`src/rtl/spi_alu_responder_if.sv`:
```
// rtl/spi_alu_responder_if.sv - SPI link bundle shared by the master and the ALU responder
interface IF_SPI;
  logic nss;
  logic mosi;
  logic miso;

  modport SLAVE  (input nss, input mosi, output miso);
  modport MASTER (output nss, output mosi, input miso);
endinterface

```
`src/rtl/spi_alu_responder.sv`:
```
// rtl/spi_alu_responder.sv - SPI-side ALU responder: 66-bit command in, 32-bit result out
// SPI_ALU_MUL_EN: opcode 11 computes low 32 bits of A*B instead of A|B.
module spi_alu_responder (
  input  logic        clock,
  input  logic        reset,
  IF_SPI.SLAVE        spi,
  output logic        result_valid,
  output logic [31:0] result,
  output logic        frame_err,
  output logic        busy
);
  typedef enum logic [2:0] {IDLE, RECV, CALC, READY, RESP} state_t;

  state_t      state, state_next;
  logic        nss_d;
  logic [65:0] rx_shift;
  logic [6:0]  rx_cnt;
  logic [31:0] tx_shift;
  logic [5:0]  tx_cnt;
  logic        armed;
  logic        err_next;
  logic [1:0]  opcode;
  logic [31:0] op_a, op_b, alu;

  assign opcode = rx_shift[65:64];
  assign op_a   = rx_shift[63:32];
  assign op_b   = rx_shift[31:0];
  assign busy   = (state != IDLE);
  assign spi.miso = (state == READY || state == RESP) ? tx_shift[31] : 1'b0;

  always_comb begin
    alu = '0;
    case (opcode)
      2'b00:   alu = op_a + op_b;
      2'b01:   alu = op_a - op_b;
      2'b10:   alu = op_a & op_b;
      default:
`ifdef SPI_ALU_MUL_EN
        alu = op_a * op_b;
`else
        alu = op_a | op_b;
`endif
    endcase
  end

  always_comb begin
    state_next = state;
    err_next   = 1'b0;
    case (state)
      IDLE:  if (!nss_d) state_next = RECV;
      RECV: begin
        if (nss_d) begin
          state_next = IDLE;
          err_next   = 1'b1;
        end else if (rx_cnt == 7'd65) begin
          state_next = CALC;
        end
      end
      CALC:  state_next = READY;
      // The response window only opens after NSS has been seen high in READY.
      READY: if (armed && !nss_d) state_next = RESP;
      RESP: begin
        if (nss_d) begin
          state_next = IDLE;
          err_next   = 1'b1;
        end else if (tx_cnt == 6'd31) begin
          state_next = IDLE;
        end
      end
      default: state_next = IDLE;
    endcase
  end

  always_ff @(posedge clock or negedge reset) begin
    if (!reset) begin
      state        <= IDLE;
      nss_d        <= 1'b1;
      rx_shift     <= '0;
      rx_cnt       <= '0;
      tx_shift     <= '0;
      tx_cnt       <= '0;
      armed        <= 1'b0;
      result       <= '0;
      result_valid <= 1'b0;
      frame_err    <= 1'b0;
    end else begin
      state        <= state_next;
      nss_d        <= spi.nss;
      frame_err    <= err_next;
      result_valid <= (state == CALC);
      case (state)
        IDLE: begin
          if (!nss_d) begin
            rx_shift <= {rx_shift[64:0], spi.mosi};
            rx_cnt   <= 7'd1;
          end
        end
        RECV: begin
          if (nss_d) begin
            rx_cnt <= '0;
          end else begin
            rx_shift <= {rx_shift[64:0], spi.mosi};
            rx_cnt   <= (rx_cnt == 7'd65) ? 7'd0 : rx_cnt + 7'd1;
          end
        end
        CALC: begin
          result   <= alu;
          tx_shift <= alu;
          armed    <= 1'b0;
        end
        READY: begin
          if (nss_d) begin
            armed <= 1'b1;
          end else if (armed) begin
            tx_shift <= {tx_shift[30:0], 1'b0};
            tx_cnt   <= 6'd1;
          end
        end
        RESP: begin
          if (nss_d || tx_cnt == 6'd31) begin
            tx_cnt <= '0;
          end else begin
            tx_shift <= {tx_shift[30:0], 1'b0};
            tx_cnt   <= tx_cnt + 6'd1;
          end
        end
        default: ;
      endcase
    end
  end
endmodule

```
`src/flat_wrapper.sv`:
```
// flat-port wrapper written by rule: the top's interface ports become plain ports
module spi_alu_responder_flat 
  (clock, reset, result_valid, result, frame_err, busy, spi_nss, spi_mosi, spi_miso);
  IF_SPI spi_i ();
  input  logic clock;
  input  logic reset;
  output logic result_valid;
  output logic [31:0] result;
  output logic frame_err;
  output logic busy;
  input wire logic [$bits(spi_i.nss)-1:0] spi_nss;
  input wire logic [$bits(spi_i.mosi)-1:0] spi_mosi;
  output wire logic [$bits(spi_i.miso)-1:0] spi_miso;
  assign spi_i.nss = spi_nss;
  assign spi_i.mosi = spi_mosi;
  assign spi_miso = spi_i.miso;
  spi_alu_responder u_core (.clock(clock), .reset(reset), .spi(spi_i), .result_valid(result_valid), .result(result), .frame_err(frame_err), .busy(busy));
endmodule
```
`config.mk`:
```
export PLATFORM = sky130hd
export DESIGN_NAME = spi_alu_responder_flat
export DESIGN_NICKNAME = d
export VERILOG_FILES = /design/src/rtl/spi_alu_responder_if.sv /design/src/rtl/spi_alu_responder.sv /design/src/flat_wrapper.sv
export SDC_FILE = /design/constraint.sdc
export NUM_CORES = 1
export LEC_CHECK = 0
export CORE_MARGIN = 8
export CORE_UTILIZATION = 30
export CTS_BUF_LIST = sky130_fd_sc_hd__clkbuf_4
export DETAILED_ROUTE_END_ITERATION = 6
export MAX_ROUTING_LAYER = met4
export SLEW_MARGIN = 25
export SYNTH_ARGS = -nofsm -noshare
export SYNTH_HDL_FRONTEND = slang
export SYNTH_SLANG_ARGS = --single-unit
```
`constraint.sdc`:
```
create_clock -name clock -period 4.4 [get_ports clock]
set_input_delay 0.44 -clock clock [delete_from_list [all_inputs] [get_ports clock]]
set_output_delay 0.44 -clock clock [all_outputs]
set_load 0.005 [all_outputs]
```
Word level (Yosys, flattened, before mapping)
Index checks and enable logic that the tools add are counted.
{ "classes": {"eq_ne": 16, "n_reduce_logical": 19, "mux": 25, "addsub": 4, "bitwise": 3} }
{ "ops": {"columns": ["cell", "count"], "rows": [
  ["one-hot mux 32 bit (3 select lines)", 2],
  ["two-way mux 32 bit", 3],
  ["adder 32 bit", 1],
  ["AND 32 bit", 1],
  ["bitwise OR 32 bit", 1],
  ["subtractor 32 bit", 1],
  ["two-way mux 7 bit", 3],
  ["two-way mux 3 bit", 6],
  ["two-way mux 6 bit", 3],
  ["one-hot mux 3 bit (5 select lines)", 1],
  ["one-hot mux 7 bit (2 select lines)", 1],
  ["one-hot mux 6 bit (2 select lines)", 1],
  ["inequality test 2 bit (second input constant)", 4],
  ["AND reduction 4 bit", 2],
  ["adder 7 x 1 -> 7 bit (second input constant)", 1],
  ["== test 7 bit (second input constant)", 1],
  ["adder 6 x 1 -> 6 bit (second input constant)", 1],
  ["== test 3 x 2 -> 1 bit (second input constant)", 2],
  ["== test 6 x 5 -> 1 bit (second input constant)", 1],
  ["AND reduction 2 bit", 3],
  ["nonzero test 2 bit", 3],
  ["nonzero test 3 bit", 2],
  ["two-way mux 1 bit", 4],
  ["inequality test 2 x 1 -> 1 bit (second input constant)", 2],
  ["other kinds (15)", 17]
]} }
{ "word_totals": {"register_bits": 150, "wordCells": 77, "inputBits": 4} }

Longest topological paths before layout
Gate-level depths: netlist (run 1).
{ "logic_depth": {"word_depth": 4, "ltp_mapped": 22, "mapped_depth_nobuf": 21} }

Least setup slack after synthesis (run 1)
No wires, ideal clock.
{ "synth_timing": {"kind": "reg-to-reg", "from": "register u_core.rx_shift[6]", "to": "register u_core.result[31]", "slack_ps": -72, "path_stages_with_launch": 20, "synth_period_minus_slack_ps": 4472, "required_time_ps": 4270, "arrival_ps": 4342, "path_buffers": 0, "path_cell_list": "dfrtp_1 > or4_4 > or3_4 > nor2_1 > nand2_1 > nor2_1 > nand2_1 > or2_2 > o21ai_0 > xor2_1 > ha_1 > and3_1 > a31oi_1 > o211ai_2 > a21o_1 > a2111o_1 > a2111oi_2 > nor4_1 > nand3_1 > o21ai_1"} }
{ "synth_between": {"elab_chain_cells": 2, "word_cells_on_any_way": 3} }
{ "synth_rtl": {"columns": ["element", "line", "rtl"], "rows": [
  ["start: declaration", "spi_alu_responder.sv:16", "logic [65:0] rx_shift;"],
  ["start signal: assignment", "spi_alu_responder.sv:94", "rx_shift <= {rx_shift[64:0], spi.mosi};"],
  ["start signal: assignment", "spi_alu_responder.sv:102", "rx_shift <= {rx_shift[64:0], spi.mosi};"],
  ["subtractor 32 bit or adder 32 bit (tied branches)", "spi_alu_responder.sv:35, spi_alu_responder.sv:34", null],
  ["one-hot mux 32 bit (3 select lines) (*)", "spi_alu_responder.sv:33", "case (opcode)"],
  ["end signal: assignment", "spi_alu_responder.sv:107", "result <= alu;"],
  ["end: declaration", "spi_alu_responder.sv:8", "output logic [31:0] result,"]
]} }
Every way passes the cells marked *; elsewhere a longest branch is shown, timed or not.
A chain may end at the register's enable or synchronous reset.

Final worst setup path (run 1)
Ends and elaborated chain as after synthesis.

==> metrics.txt, run 1 <==
# TYPE chip_impl_metric gauge
chip_impl_info{name="run_status",value="finished, final reports clean"} 1
chip_impl_metric{name="count_of_warnings_emitted_by_yosys",unit=""} 0
chip_impl_metric{name="numCtsBuffers",unit=""} 17
chip_impl_metric{name="report.final.setup_viol",unit=""} 0
chip_impl_info{name="min_to",value="u_core.nss_d"} 1
chip_impl_metric{name="clock_skew",unit="ns"} 0.0247
chip_impl_metric{name="p_int",unit="mW"} 2.49
chip_impl_metric{name="final_design_area_no_fill",unit="mm^2"} 0.0107
chip_impl_info{name="critical_path_s_slowest_cell",value="sky130_fd_sc_hd__or4_4"} 1
chip_impl_info{name="synthFlopType",value="sky130_fd_sc_hd__dfrtp_1"} 1
chip_impl_metric{name="n_fill_cell",unit=""} 2999
chip_impl_metric{name="ctsHtreeMaxLevel",unit=""} 4
chip_impl_metric{name="pre_cts_slack",unit="ns"} -0.182
chip_impl_metric{name="max_freq",unit="MHz"} 228
chip_impl_info{name="rsz_0062_raised_after_global_routing",value="yes"} 1
chip_impl_info{name="hold_class",value="in2reg"} 1
chip_impl_metric{name="p_sw",unit="mW"} 1.36
chip_impl_metric{name="timing.max_slew.rel_slack",unit="%"} 37.2
chip_impl_metric{name="drv_slew",unit=""} 0
chip_impl_metric{name="routed_via_density",unit=""} 4.91
chip_impl_metric{name="drc",unit=""} 0
chip_impl_info{name="cts-root-buf",value="sky130_fd_sc_hd__clkbuf_4"} 1
chip_impl_metric{name="finalSetupTns",unit="ns"} 0
chip_impl_metric{name="route.vias.total",unit=""} 7137
chip_impl_metric{name="dpl-instance-area",unit="mm^2"} 0.0101
chip_impl_metric{name="ys_ff_latch",unit=""} 150
chip_impl_metric{name="drt_pass1_iterations",unit=""} 5
chip_impl_metric{name="detailedRoute.firstIterationViolations",unit=""} 496
chip_impl_metric{name="path_max_fanout",unit=""} 3
chip_impl_info{name="layout_commonest_cell",value="sky130_fd_sc_hd__dfrtp_1"} 1
chip_impl_metric{name="wirelength",unit="um"} 21500
chip_impl_metric{name="route.antenna.remaining_nets",unit=""} 0
chip_impl_metric{name="number_of_antenna_violations_at_the_first_check_in_global_routing",unit=""} 1
chip_impl_metric{name="io_pins",unit=""} 40
chip_impl_metric{name="comb_pwr_share",unit="%"} 32.5
chip_impl_metric{name="synth_edf_count",unit=""} 0
chip_impl_metric{name="syn2layout_area_growth",unit="%"} 19.8
chip_impl_metric{name="effective_utilization_at_floorplan",unit="%"} 30.3
chip_impl_metric{name="placementRows",unit=""} 63
chip_impl_metric{name="tritoncts_num_sinks",unit=""} 150
chip_impl_info{name="tritoncts_clock_tree",value="done"} 1
chip_impl_metric{name="critical_path_required",unit="ns"} 4.92
chip_impl_metric{name="die-width",unit="um"} 189
chip_impl_metric{name="port-buffer-count",unit=""} 39
chip_impl_metric{name="net_count_after_synthesis",unit=""} 1009
chip_impl_metric{name="grt_max_degree",unit=""} 86
chip_impl_info{name="crit-reg2reg-capture",value="u_core.result[31]"} 1
chip_impl_info{name="kind_of_cell_adding_the_most_delay_to_the_critical_path",value="compound AO/OA/AOI/OAI gates"} 1
chip_impl_metric{name="final-hold-violation-count",unit=""} 0
chip_impl_metric{name="postLayoutSetupSlackWorst",unit="ns"} 0.00974
chip_impl_info{name="layout.cells.most_common_list",value="sky130_fd_sc_hd__dfrtp_1 (148), sky130_fd_sc_hd__nand2_1 (118), sky130_fd_sc_hd__o21ai_0 (98)"} 1
chip_impl_metric{name="route.detailed.wl_per_inst",unit="um"} 14.8
chip_impl_info{name="worstSetupPathType",value="reg2reg"} 1
chip_impl_metric{name="clockBufferDepth",unit=""} 2
chip_impl_metric{name="clk_pin_slew",unit="ns"} 0.13
chip_impl_metric{name="cp_slowest_stage_delay",unit="ns"} 0.54
chip_impl_info{name="min-delay-start",value="spi_nss"} 1
chip_impl_metric{name="layout_cell_share_with_drive_strength_beyond_1",unit="%"} 20.9
chip_impl_metric{name="tightest_slew",unit="ns"} 0.942
chip_impl_metric{name="worstSkewPairLatency",unit="ns"} 0.60
chip_impl_metric{name="worst_ir_drop_vdd",unit="V"} 0.000147
chip_impl_metric{name="coreArea",unit="mm^2"} 0.0295
chip_impl_metric{name="groute.usage.overall",unit="%"} 12.5
chip_impl_metric{name="share_of_total_power_in_sequential_cells",unit="%"} 43.3
chip_impl_metric{name="min_period",unit="ns"} 4.39
chip_impl_info{name="worst_setup_path_start_kind",value="register"} 1
chip_impl_info{name="crit-reg2reg-launch",value="u_core.rx_shift[6]"} 1
chip_impl_metric{name="vertical_extent_of_the_die",unit="um"} 189
chip_impl_metric{name="dp.final_hpwl",unit="um"} 15500
chip_impl_info{name="worst_setup_path_startpoint",value="u_core.rx_shift[6]"} 1
chip_impl_metric{name="critPathBufInv",unit=""} 2
chip_impl_metric{name="nets",unit=""} 1091
chip_impl_metric{name="final_worst_path_cycle_share",unit="%"} 99.8
chip_impl_metric{name="netlist_instances",unit=""} 967
chip_impl_metric{name="finalWeightedCongestion",unit=""} 0.835
chip_impl_metric{name="die_area",unit="mm^2"} 0.0356
chip_impl_metric{name="ys_async_sr_fraction",unit="%"} 100
chip_impl_metric{name="critical_path_arrival",unit="ns"} 4.91
chip_impl_metric{name="sw_frac_of_total",unit="%"} 35.2
chip_impl_metric{name="mappedNetlistArea",unit="mm^2"} 0.00893
chip_impl_metric{name="pd_cells",unit="mW/mm^2"} 359
chip_impl_metric{name="power.leakage",unit="nW"} 4.95
chip_impl_metric{name="ff2ff_path_depth",unit=""} 18
chip_impl_metric{name="cap_viol_max_count",unit=""} 0
chip_impl_metric{name="postLayoutCoreUtil",unit="%"} 36.3
chip_impl_metric{name="globalRoute.totalOverflow",unit=""} 0
chip_impl_metric{name="clockPowerShare",unit="%"} 24.2
chip_impl_info{name="path_cells",value="or4_4 -> or3_4 -> o21ai_2 -> xor2_1 -> ha_1 -> a21o_1 -> a31o_1 -> a221o_1 -> a211oi_4 -> o211ai_2 -> a21o_1 -> buf_4 -> a2111oi_4 -> buf_4 -> nor3_1 -> o21ai_1 -> nand3_1 -> o21ai_1"} 1
chip_impl_metric{name="grt_pass1_wl",unit="um"} 35600
chip_impl_metric{name="worstHoldPathCells",unit=""} 1
chip_impl_metric{name="seq_area_frac_synth",unit="%"} 42.0
chip_impl_metric{name="synth_cell_type_count",unit=""} 65
chip_impl_metric{name="whs",unit="ns"} 0.260
chip_impl_metric{name="grt_pass1_vias",unit=""} 6964
chip_impl_metric{name="reg2reg_setup_slack",unit="ns"} 0.01
chip_impl_metric{name="syn_avg_cell_area",unit="um^2"} 9.24
chip_impl_info{name="worst_setup_path_end_kind",value="register"} 1
state kept, by name, indices dropped and copies added, names as in the netlist, 3 cells and up:
signal	cells
u_core.tx_cnt	6
u_core.rx_cnt	7
u_core.result	32
u_core.state	3
u_core.rx_shift	66
u_core.tx_shift	32
cell type report:
class | instances | area (um^2) | share of cell area (%)
Clock buffer | 20 | 150 | 1.40
Multi-Input combinational cell | 743 | 5100 | 47.7
Inverter | 23 | 86.3 | 0.807
Timing Repair Buffer | 114 | 961 | 8.98
Clock inverter | 12 | 155 | 1.45
Sequential cell | 150 | 3760 | 35.1
Tap cell | 390 | 488 | 4.56
Antenna cell | 1 | 2.50 | 0.0234
power by group through the flow:
| stage | logic (mW) | clock network [mW] | registers (mW) |
|---|---|---|---|
| after global routing | 1.39 | 1.02 | 1.69 |
| after floorplan | 0.818 | 0 | 1.62 |
| after global placement | 1.18 | 0 | 1.67 |
| after CTS | 1.21 | 0.958 | 1.66 |
| after detailed placement | 1.20 | 0 | 1.68 |
| final | 1.25 | 0.932 | 1.66 |
metal layers:
metal	track usage, %	share of wire [%]	vias up
met4	3.43	1.1	0
met5	-	0	-
met1	16.3	49	3437
met3	2.57	3.2	20
li1	-	-	3597
met2	19.3	47	83
worst max-delay path by stage:
| stage | end | slack, ns | cells past startpoint |
|---|---|---|---|
| finish | u_core.result[31] | 0.01 | 18 |
| global route | u_core.result[31] | -0.24 | 20 |
| CTS | u_core.result[31] | -0.13 | 16 |
| detailed placement | u_core.result[31] | -0.18 | 16 |
| global placement | u_core.tx_shift[31] | -0.1 | 16 |
| floorplan | u_core.result[31] | 0.002 | 21 |
cell usage after synthesis (8+ instances only):
master	count	area [um^2]
sky130_fd_sc_hd__a211oi_1	11	82.6
sky130_fd_sc_hd__a21o_1	17	128
sky130_fd_sc_hd__a21oi_1	72	360
sky130_fd_sc_hd__a31oi_1	8	50.1
sky130_fd_sc_hd__and3_1	10	62.6
sky130_fd_sc_hd__clkbuf_1	43	161
sky130_fd_sc_hd__dfrtp_1	149	3730
sky130_fd_sc_hd__ha_1	37	463
sky130_fd_sc_hd__inv_1	23	86.3
sky130_fd_sc_hd__maj3_1	17	170
sky130_fd_sc_hd__mux2_2	61	687
sky130_fd_sc_hd__nand2_1	121	454
sky130_fd_sc_hd__nand2b_1	8	50.1
sky130_fd_sc_hd__nand3_1	21	105
sky130_fd_sc_hd__nor2_1	71	267
sky130_fd_sc_hd__nor2b_1	8	50.1
sky130_fd_sc_hd__nor3_1	18	90.1
sky130_fd_sc_hd__o21a_1	8	60.1
sky130_fd_sc_hd__o21ai_0	107	536
sky130_fd_sc_hd__xnor2_1	35	307
sky130_fd_sc_hd__xor2_1	24	210
stage by stage:
stage	cells	total power [mW]
2_1_floorplan	967	2.44
6_report	1453	3.85
3_5_place_dp	1411	2.88
4_1_cts	1446	3.83
5_1_grt	1453	4.10
3_3_place_gp	1411	2.86
cell families (layout without fill, tap and decap cells):
| logic type | count (synthesis) | in the layout | share of synthesized area [%] |
|---|---|---|---|
| xor gates and xnor gates | 59 | 59 | 5.78 |
| AOI/OAI and AO/OA | 272 | 272 | 18.4 |
| and+or+nand+nor | 290 | 290 | 15.0 |
| other | 0 | 1 | 0 |
| buffers and inverters | 74 | 169 | 3.14 |
| DFF | 150 | 150 | 42.0 |
| muxes | 67 | 67 | 8.36 |
| adders and majority gates | 55 | 55 | 7.31 |
what timing repair did:
item                       CTS  global route
gates cloned                 0             0
gates resized for setup     11            36
hold endpoints to repair    83             0
hold buffers                 1             0
pin swaps                    6            26
setup buffers                2             7
setup endpoints to repair    7            25
(Power assumes the default switching activity.)
==> inputs of run 2 (changes only) <==
- SETUP_SLACK_MARGIN: not set -> 0.05
==> metrics.txt, run 2 (same netlist as run 1, synthesis figures left out) <==
# TYPE chip_impl_metric gauge
chip_impl_metric{name="clockPowerShare",unit="%"} 24.5
chip_impl_metric{name="syn2layout_area_growth",unit="%"} 20.3
chip_impl_info{name="run_status",value="complete, but fails checks"} 1
chip_impl_info{name="crit-reg2reg-capture",value="u_core.result[31]"} 1
chip_impl_metric{name="whs",unit="ns"} 0.261
chip_impl_info{name="worstSetupEndpoint",value="u_core.result[31]"} 1
chip_impl_metric{name="p_sw",unit="mW"} 1.39
chip_impl_metric{name="coreArea",unit="mm^2"} 0.0295
chip_impl_metric{name="worstSkewPairLatency",unit="ns"} 0.59
chip_impl_metric{name="tightest_slew",unit="ns"} 0.961
chip_impl_metric{name="cap_viol_max_count",unit=""} 0
chip_impl_metric{name="worst_ir_drop_vdd",unit="V"} 0.000153
chip_impl_metric{name="io_pins",unit=""} 40
chip_impl_metric{name="finalSetupTns",unit="ns"} -0.356
chip_impl_metric{name="grt_pass1_vias",unit=""} 6713
chip_impl_metric{name="path_max_fanout",unit=""} 4
chip_impl_metric{name="report.final.setup_viol",unit=""} 3
chip_impl_metric{name="final_design_area_no_fill",unit="mm^2"} 0.0108
chip_impl_metric{name="postLayoutSetupSlackWorst",unit="ns"} -0.164
chip_impl_info{name="path_cells",value="or4_4 -> or3_4 -> nor2_4 -> nand2_2 -> nor2_4 -> nand2_2 -> or2_4 -> o21ai_2 -> xor2_1 -> ha_1 -> and3_4 -> a31oi_4 -> o211ai_2 -> a21o_1 -> a2111o_1 -> a2111oi_2 -> nor4_1 -> nand3_1 -> o21ai_1"} 1
chip_impl_metric{name="finalWeightedCongestion",unit=""} 0.856
chip_impl_metric{name="layout_cell_share_with_drive_strength_beyond_1",unit="%"} 21.6
chip_impl_info{name="layout_commonest_cell",value="sky130_fd_sc_hd__dfrtp_1"} 1
chip_impl_metric{name="placementRows",unit=""} 63
chip_impl_metric{name="dp.final_hpwl",unit="um"} 15200
chip_impl_metric{name="nets",unit=""} 1085
chip_impl_info{name="worstSetupPathType",value="reg2reg"} 1
chip_impl_metric{name="clockBufferDepth",unit=""} 2
chip_impl_metric{name="route.antenna.remaining_nets",unit=""} 0
chip_impl_metric{name="max_freq",unit="MHz"} 219
chip_impl_metric{name="postLayoutCoreUtil",unit="%"} 36.5
chip_impl_metric{name="port-buffer-count",unit=""} 39
chip_impl_info{name="worst_setup_path_start_kind",value="register"} 1
chip_impl_metric{name="clk_pin_slew",unit="ns"} 0.14
chip_impl_info{name="cts-root-buf",value="sky130_fd_sc_hd__clkbuf_4"} 1
chip_impl_metric{name="globalRoute.totalOverflow",unit=""} 0
chip_impl_metric{name="drv_slew",unit=""} 0
chip_impl_metric{name="report.power.total",unit="mW"} 3.86
chip_impl_metric{name="die_area",unit="mm^2"} 0.0356
chip_impl_info{name="crit-reg2reg-launch",value="u_core.rx_shift[6]"} 1
chip_impl_metric{name="timing.max_slew.rel_slack",unit="%"} 36.0
chip_impl_metric{name="share_of_total_power_in_sequential_cells",unit="%"} 43.5
chip_impl_metric{name="die-width",unit="um"} 189
chip_impl_metric{name="effective_utilization_at_floorplan",unit="%"} 30.3
chip_impl_metric{name="grt_pass1_wl",unit="um"} 35700
chip_impl_metric{name="route.detailed.wl_per_inst",unit="um"} 14.8
chip_impl_info{name="hold_class",value="in2reg"} 1
chip_impl_info{name="registers.top_by_ff_count",value="u_core.rx_shift"} 1
chip_impl_metric{name="clock_skew",unit="ns"} 0.0268
chip_impl_metric{name="groute.usage.overall",unit="%"} 12.5
chip_impl_info{name="critical_path_s_slowest_cell",value="sky130_fd_sc_hd__or4_4"} 1
chip_impl_metric{name="wirelength",unit="um"} 21500
chip_impl_metric{name="min_period",unit="ns"} 4.56
chip_impl_metric{name="p_int",unit="mW"} 2.47
chip_impl_metric{name="drc",unit=""} 0
chip_impl_info{name="reg_top3",value="u_core.rx_shift x66, u_core.result x32, u_core.tx_shift x32"} 1
chip_impl_info{name="violations",value="negative setup slack"} 1
chip_impl_metric{name="comb_pwr_share",unit="%"} 31.9
chip_impl_metric{name="pd_cells",unit="mW/mm^2"} 359
chip_impl_metric{name="number_of_antenna_violations_at_the_first_check_in_global_routing",unit=""} 1
chip_impl_metric{name="drt_pass1_iterations",unit=""} 5
chip_impl_info{name="worst_setup_path_end_kind",value="register"} 1
chip_impl_metric{name="vertical_extent_of_the_die",unit="um"} 189
chip_impl_info{name="rsz_0062_raised_after_global_routing",value="yes"} 1
chip_impl_metric{name="ctsHtreeMaxLevel",unit=""} 4
chip_impl_metric{name="critical_path_arrival",unit="ns"} 5.01
chip_impl_metric{name="grt_max_degree",unit=""} 88
chip_impl_info{name="worst_setup_path_startpoint",value="u_core.rx_shift[6]"} 1
chip_impl_metric{name="route.vias.total",unit=""} 7100
chip_impl_metric{name="sw_frac_of_total",unit="%"} 36.0
chip_impl_metric{name="numCtsBuffers",unit=""} 17
chip_impl_metric{name="final-hold-violation-count",unit=""} 0
chip_impl_metric{name="dpl-instance-area",unit="mm^2"} 0.0101
chip_impl_info{name="tritoncts_clock_tree",value="done"} 1
chip_impl_info{name="layout.cells.most_common_list",value="sky130_fd_sc_hd__dfrtp_1 (148), sky130_fd_sc_hd__nand2_1 (114), sky130_fd_sc_hd__o21ai_0 (96)"} 1
chip_impl_metric{name="final_worst_path_cycle_share",unit="%"} 104
chip_impl_metric{name="cp_slowest_stage_delay",unit="ns"} 0.54
chip_impl_metric{name="tritoncts_num_sinks",unit=""} 150
chip_impl_metric{name="critical_path_required",unit="ns"} 4.85
chip_impl_metric{name="power.leakage",unit="nW"} 4.93
chip_impl_metric{name="ff2ff_path_depth",unit=""} 19
chip_impl_metric{name="routed_via_density",unit=""} 4.91
chip_impl_metric{name="detailedRoute.firstIterationViolations",unit=""} 403
chip_impl_metric{name="largest_reg_flops",unit=""} 66
chip_impl_metric{name="reg2reg_setup_slack",unit="ns"} -0.16
## run 2: changes by cell type in the layout (fill, tap and decap cells not counted), sizes merged
cell / previous run / this run
buf: 75 / 69
inv: 24 / 27
clkbuf: 20 / 18
clkinvlp: 4 / 2
clkinv: 4 / 5
## run 2: power groups by stage
stage / logic, mW / clock network (mW) / registers, mW
floorplan: 0.823 / 0 / 1.62
global placement: 1.12 / 0 / 1.69
detailed placement: 1.13 / 0 / 1.69
CTS: 1.15 / 0.985 / 1.67
global route: 1.37 / 1.04 / 1.71
finish: 1.23 / 0.945 / 1.68
## run 2: per-stage QoR
step	std cells	worst slack [ns]
global placement	1400	-0.0426
floorplan	967	0.0449
finish	1447	-0.164
global route	1447	-0.420
detailed placement	1400	-0.137
CTS	1436	-0.0864
## run 2: worst min-delay path by stage
stage,cells past startpoint,endpoint,slack [ns],start
final,1,u_core.nss_d,0.26,spi_nss
after detailed placement,2,u_core.result[25],0.46,u_core.result[25]
after global placement,2,u_core.result[25],0.46,u_core.result[25]
after floorplan,0,u_core.armed,0.14,reset
after global routing,1,u_core.nss_d,0.20,spi_nss
after CTS,1,u_core.nss_d,0.20,spi_nss
## run 2: routing by layer
| layer | GRT usage (%) | part of all wire, % |
|---|---|---|
| met1 | 16.9 | 50 |
| met2 | 18.9 | 46 |
| met3 | 2.44 | 3.4 |
| met4 | 3.13 | 0.96 |
| met5 | - | 0 |
## run 2: layout make-up
class	instances	area, um^2
flip-flops and latches	150	3760
well taps	390	488
clock buffers	18	135
fillers	2960	18700
clock inverters	14	175
repair buffers	108	923
inverters	23	86.3
multi-input cells	743	5180
diodes	1	2.50
## run 2: timing repair
action | in CTS | in global routing
gates resized for setup | 9 | 56
endpoints found under the setup margin | 15 | 28
hold endpoints to repair | 84 | 0
pin swaps | 6 | 40
hold buffers | 1 | 0
buffers inserted | 3 | 10
## run 2: critical path, delay by kind of cell, from the launching register on
family,cells,cell delay (ns)
fa+ha+maj,1,0.26
xor+xnor,1,0.17
compound gates,7,1.56
simple gates,10,2.01
flops,1,0.41
